**src/rtl/riscv_pkg.sv**
```systemverilog
// Shared RV32I pipeline definitions.
// Fetch FSM states, NOP encoding and data width.
package riscv_pkg;

   localparam int XLEN = 32;

   localparam logic [XLEN-1:0] NOP_INSTR = 32'h0000_0013;

   typedef enum logic [2:0] {
      IDLE,
      REQ,
      WAIT,
      DROP,
      HOLD
   } fetch_state_t;

endpackage

```
**src/rtl/fetch_stage_ifid_reg.sv**
```systemverilog
// IF/ID pipeline register.
// Flush beats stall; an idle cycle loads a bubble.
import riscv_pkg::*;

module ifid_reg (
   input  logic            clk,
   input  logic            rst_n,
   input  logic            en,
   input  logic            flush,
   input  logic            load,
   input  logic [XLEN-1:0] Instr,
   input  logic [XLEN-1:0] Pc,
   input  logic [XLEN-1:0] PcPlus4,
   output logic [XLEN-1:0] InstrD,
   output logic [XLEN-1:0] PCD,
   output logic [XLEN-1:0] PCPlus4D,
   output logic            ValidD
);

   always_ff @(posedge clk or negedge rst_n) begin
      if (!rst_n) begin
         InstrD   <= NOP_INSTR;
         PCD      <= '0;
         PCPlus4D <= '0;
         ValidD   <= 1'b0;
      end else if (flush) begin
         InstrD   <= NOP_INSTR;
         PCD      <= '0;
         PCPlus4D <= '0;
         ValidD   <= 1'b0;
      end else if (en) begin
         if (load) begin
            InstrD   <= Instr;
            PCD      <= Pc;
            PCPlus4D <= PcPlus4;
            ValidD   <= 1'b1;
         end else begin
            InstrD   <= NOP_INSTR;
            PCD      <= '0;
            PCPlus4D <= '0;
            ValidD   <= 1'b0;
         end
      end
   end

endmodule

```
**src/rtl/fetch_stage.sv**
```systemverilog
// Instruction fetch: PC, single-outstanding imem handshake,
// hold buffer for stalled responses, and the IF/ID register.
import riscv_pkg::*;

module fetch_stage #(
   parameter logic [XLEN-1:0] RESET_PC = 32'h0000_0000
) (
   input  logic            clk,
   input  logic            rst_n,
   input  logic            StallF,
   input  logic            StallD,
   input  logic            FlushD,
   input  logic            PcSrcE,
   input  logic [XLEN-1:0] PcTargetE,
   output logic            ImemReq,
   output logic [XLEN-1:0] ImemAddr,
   input  logic            ImemReady,
   input  logic            ImemRvalid,
   input  logic [XLEN-1:0] ImemRdata,
   output logic [XLEN-1:0] InstrD,
   output logic [XLEN-1:0] PCD,
   output logic [XLEN-1:0] PCPlus4D,
   output logic            ValidD
);

   fetch_state_t    state, stateNext;
   logic [XLEN-1:0] pcF, pcNext, pcPlus4F;
   logic [XLEN-1:0] holdBuf, holdNext;
   logic [XLEN-1:0] target, loadInstr;
   logic            xferOk, load;

   assign pcPlus4F = pcF + 32'd4;
   assign target   = PcTargetE & ~32'h3;
   assign xferOk   = !StallF && !StallD && !FlushD && !PcSrcE;

   assign ImemReq  = (state == REQ);
   assign ImemAddr = pcF;

   always_comb begin
      stateNext = state;
      pcNext    = pcF;
      holdNext  = holdBuf;
      load      = 1'b0;
      loadInstr = ImemRdata;
      unique case (state)
         IDLE: stateNext = REQ;
         REQ: begin
            if (PcSrcE) begin
               pcNext    = target;
               stateNext = ImemReady ? DROP : REQ;
            end else if (ImemReady) begin
               stateNext = WAIT;
            end
         end
         WAIT: begin
            if (PcSrcE) begin
               pcNext    = target;
               stateNext = ImemRvalid ? REQ : DROP;
            end else if (ImemRvalid) begin
               if (xferOk) begin
                  load      = 1'b1;
                  pcNext    = pcPlus4F;
                  stateNext = REQ;
               end else begin
                  holdNext  = ImemRdata;
                  stateNext = HOLD;
               end
            end
         end
         HOLD: begin
            loadInstr = holdBuf;
            if (PcSrcE) begin
               pcNext    = target;
               stateNext = REQ;
            end else if (xferOk) begin
               load      = 1'b1;
               pcNext    = pcPlus4F;
               stateNext = REQ;
            end
         end
         DROP: begin
            // Redirects here only move the PC; the stale beat must still drain.
            if (PcSrcE) pcNext = target;
            if (ImemRvalid) stateNext = REQ;
         end
         default: stateNext = IDLE;
      endcase
   end

   always_ff @(posedge clk or negedge rst_n) begin
      if (!rst_n) begin
         state   <= IDLE;
         pcF     <= RESET_PC;
         holdBuf <= NOP_INSTR;
      end else begin
         state   <= stateNext;
         pcF     <= pcNext;
         holdBuf <= holdNext;
      end
   end

   ifid_reg uIfid (
      .clk      (clk),
      .rst_n    (rst_n),
      .en       (!StallD),
      .flush    (FlushD),
      .load     (load),
      .Instr    (loadInstr),
      .Pc       (pcF),
      .PcPlus4  (pcPlus4F),
      .InstrD   (InstrD),
      .PCD      (PCD),
      .PCPlus4D (PCPlus4D),
      .ValidD   (ValidD)
   );

endmodule

```
**config.mk**
```make
export PLATFORM = sky130hd
export DESIGN_NAME = fetch_stage
export DESIGN_NICKNAME = d
export VERILOG_FILES = /design/src/rtl/riscv_pkg.sv /design/src/rtl/fetch_stage_ifid_reg.sv /design/src/rtl/fetch_stage.sv
export SDC_FILE = /design/constraint.sdc
export NUM_CORES = 1
export LEC_CHECK = 0
export BUFFER_PORTS_ARGS = -buffer_cell sky130_fd_sc_hd__buf_2
export CELL_PAD_IN_SITES_DETAIL_PLACEMENT = 1
export CELL_PAD_IN_SITES_GLOBAL_PLACEMENT = 1
export CORE_UTILIZATION = 42
export CTS_BUF_LIST = sky130_fd_sc_hd__clkbuf_16
export DETAILED_ROUTE_END_ITERATION = 7
export GPL_TIMING_DRIVEN = 0
export MAX_ROUTING_LAYER = met4
export PLACE_DENSITY_LB_ADDON = 0.05
export SLEW_MARGIN = 20
export SYNTH_ARGS = -nofsm -noshare
export SYNTH_HDL_FRONTEND = slang
export SYNTH_HIERARCHICAL = 1
export SYNTH_SLANG_ARGS = --single-unit
export TNS_END_PERCENT = 5
```
**constraint.sdc**
```tcl
create_clock -name clk -period 2.8 [get_ports clk]
set_input_delay 0.84 -clock clk [delete_from_list [all_inputs] [get_ports clk]]
set_output_delay 0.84 -clock clk [all_outputs]
set_load 0.05 [all_outputs]
```
==> reports/summary.txt <==
Status: finished, final reports clean
Fillers: 1968
Clk root buf: clkbuf_16
Unrepaired setup endpoints after global routing: no
Pwr Density: 862 nW/um^2
Area of the core: 18000 sq um
Worst r2r dst: uIfid/PCD[28]
FF+latch count, synth: 162
Cells on worst reg2reg path: 7
DR iter-0 viols: 359
Power consumption: 8.28 mW
CTS tree: yes
F_max: 391 MHz
Grt ovf: 0
Cell breakdown of the critical path: buf_2 > or3_1 > a2111oi_2 > nor2b_1 > buf_2 > buf_6 > buf_6 > a32o_1
H-tree levels: 4
Die area: 18900 sq um
Die Wd: 137 microns
Slew headroom: 0.465
First-pass GRT wire length: 37.2 mm
Reg power frac: 0.398
Worst reg2reg startpoint: state[2]
Share of the synthesized area in the top cell type: 0.507
Critical Path RT: 3.16 ns
Vias in the first global route: 6628
Switching Fraction: 0.408
Drt wl/cell: 21.8 microns
Most frequent cells in the layout: buf_2, dfrtp_1, a32o_1
Global Route met3 Usage: 0.0434
Yosys warning count: 6
Peak VDD IR: 0.000695 V
Layout Nets: 927
Clock sink count: 162
Switching power: 3.37 mW
Number of flops mapped to enable cells by yosys: 0
Max FO, Critical Path: 10
Setup_tns: 0 ns
Hold_buf cts: 0
Clk_skew: 0.0120 ns
Die height: 137 microns
Worst setup SP type: primary input
Final hold violation count: 0
Slowest cell on crit path: a2111oi_2
Ranking of synthesized cells by area: dfrtp_1, a32o_1, mux2_2
Tmin final: 2.56 ns
Worst skew pair latency: 0.44 ns
Reg2reg setup slack: 0.43 ns
Post-CTS setup buffers: 0
Worst setup path class: primary input to flip-flop
Total Wirelength: 23.9 mm
Fin crit share: 0.913
DRC: 0
DR vias/cell: 5.83
Initial antenna violation count: 2
Clock share of power: 0.272
CTS max path bufs: 2
Post-Syn Area: 7700 sq um
Final setup viols: 0
Synth-to-Final Area Change: 24.7%
Grt met2 use: 0.429
Routability cong.: 0.849
Internal power: 4.91 mW
Critical Path End Type: flip-flop
Combinational power share: 0.329
Pre-Repair DR Iteration Count: 5
Cell Rows: 49
Syn avg cell area: 12.2 sq um
Async SR Flop Fraction: 1.00
Clk pin slew, worst setup/hold paths: 0.07 ns
Starting Density: 0.429
Num CTS Buffers: 17
I/O pins: 202
GR Layer Usage met1: 0.358
GRT Total Usage: 0.271
Sequential share of the synthesized area: 0.527
Main synth FF type: dfrtp_1
Share of cells above drive strength 1: 0.420
Final max-slew violation count: 0
Vias: 6402
Commonest non-fill, non-tap cell in the layout: buf_2
ANT nets after route: 0
Worst Tran Pin Value: 0.797 ns
Quantity of gates resized following cts: 1
Maxcap violations: 0
Largest net degree at the start of global routing: 96
Most Crowded Layer GR: met2
Static leakage: 4.62 nW
Critical path's largest stage delay: 0.55 ns
Area leader, netlist: dfrtp_1
Count of cell types in the netlist: 58
Crit path DAT: 2.92 ns
Dpl hpwl: 17.3 mm
Gate Count Post-Synth: 632
HP Class: primary input to asynchronous set/reset pin
PortBufs: 197
## state kept, by name, summed over array words and instances, names as in the netlist
| register | count |
|---|---|
| uIfid/ValidD | 1 |
| ImemAddr | 30 |
| uIfid/InstrD | 32 |
| uIfid/PCD | 32 |
| holdBuf | 32 |
| state | 3 |
| uIfid/PCPlus4D | 32 |
## layer usage
metal / vias to the layer above / routed length (microns) / part of all wire
met3: 24 / 1120 / 0.047
met1: 3316 / 10700 / 0.45
met4: 0 / 272 / 0.011
met2: 188 / 11800 / 0.49
met5: - / 0 / 0
li1: 2874 / - / -
## kinds of logic after synthesis
| family | share of synthesized area |
|---|---|
| compound gates | 0.207 |
| xor+xnor | 0.0318 |
| fa+ha+maj | 0.00162 |
| buf+inv | 0.0510 |
| flops | 0.527 |
| mux | 0.0975 |
| other cells | 0.000487 |
| simple gates | 0.0836 |
## metrics by stage
stage | instances | utilization | hold slack, ns | worst slack (ns) | area, sq um
global placement | 1063 | 0.501 | 0.462 | -1.58 | 8990
CTS | 1096 | 0.534 | 0.363 | 0.0328 | 9590
finish | 1098 | 0.535 | 0.349 | 0.242 | 9600
floorplan | 637 | - | 0.452 | 0.220 | 7720
detailed placement | 1064 | 0.503 | 0.473 | -0.569 | 9030
global route | 1098 | 0.535 | 0.375 | 0.152 | 9600
## critical path, delay by kind of cell
kind	cells	cell delay, ns
buf+inv	4	0.73
simple gates	2	0.60
compound gates	2	0.74
## power groups by stage
stage	sequential, mW	clock, mW	combinational, mW
final	3.30	2.26	2.73
after global routing	3.37	2.39	2.90
after global placement	3.28	0	2.64
after detailed placement	3.33	0	2.72
after CTS	3.29	2.29	2.74
after floorplan	3.88	0	1.31
## cells in the mapped netlist, types with 6 or more instances
cell,instances
dfrtp_1,156
a32o_1,92
mux2_2,62
nand2_1,35
buf_2,32
a21oi_1,22
nor2_1,21
xnor2_1,19
clkbuf_1,15
nand3_1,15
o21ai_0,15
o22ai_1,14
inv_1,10
nand4_1,10
a2bb2oi_2,9
buf_6,9
xor2_1,9
a2bb2oi_1,7
nor3_1,7
dfstp_2,6
## area by class of cell
class / count / area [sq um] / share of cell area
clock buffers: 17 / 425 / 0.0443
clock inverters: 15 / 134 / 0.0139
well taps: 229 / 287 / 0.0298
multi-input cells: 404 / 3270 / 0.341
repair buffers: 198 / 1020 / 0.107
plain buffers: 61 / 355 / 0.0370
inverters: 10 / 37.5 / 0.00391
flip-flops and latches: 162 / 4060 / 0.423
diodes: 2 / 5.00 / 0.000521
## worst max-delay path by stage
stage	depth (start not counted)	slack, ns	endpoint	start
final	8	0.24	uIfid/PCD[28]	FlushD
after global routing	8	0.15	uIfid/PCD[18]	FlushD
after CTS	8	0.03	uIfid/PCD[28]	FlushD
after detailed placement	8	-0.57	uIfid/PCD[28]	FlushD
after global placement	1	-1.58	uIfid/PCPlus4D[11]	rst_n
after floorplan	7	0.22	uIfid/PCD[6]	StallD
Note: power is estimated with default switching activity, not from simulation.
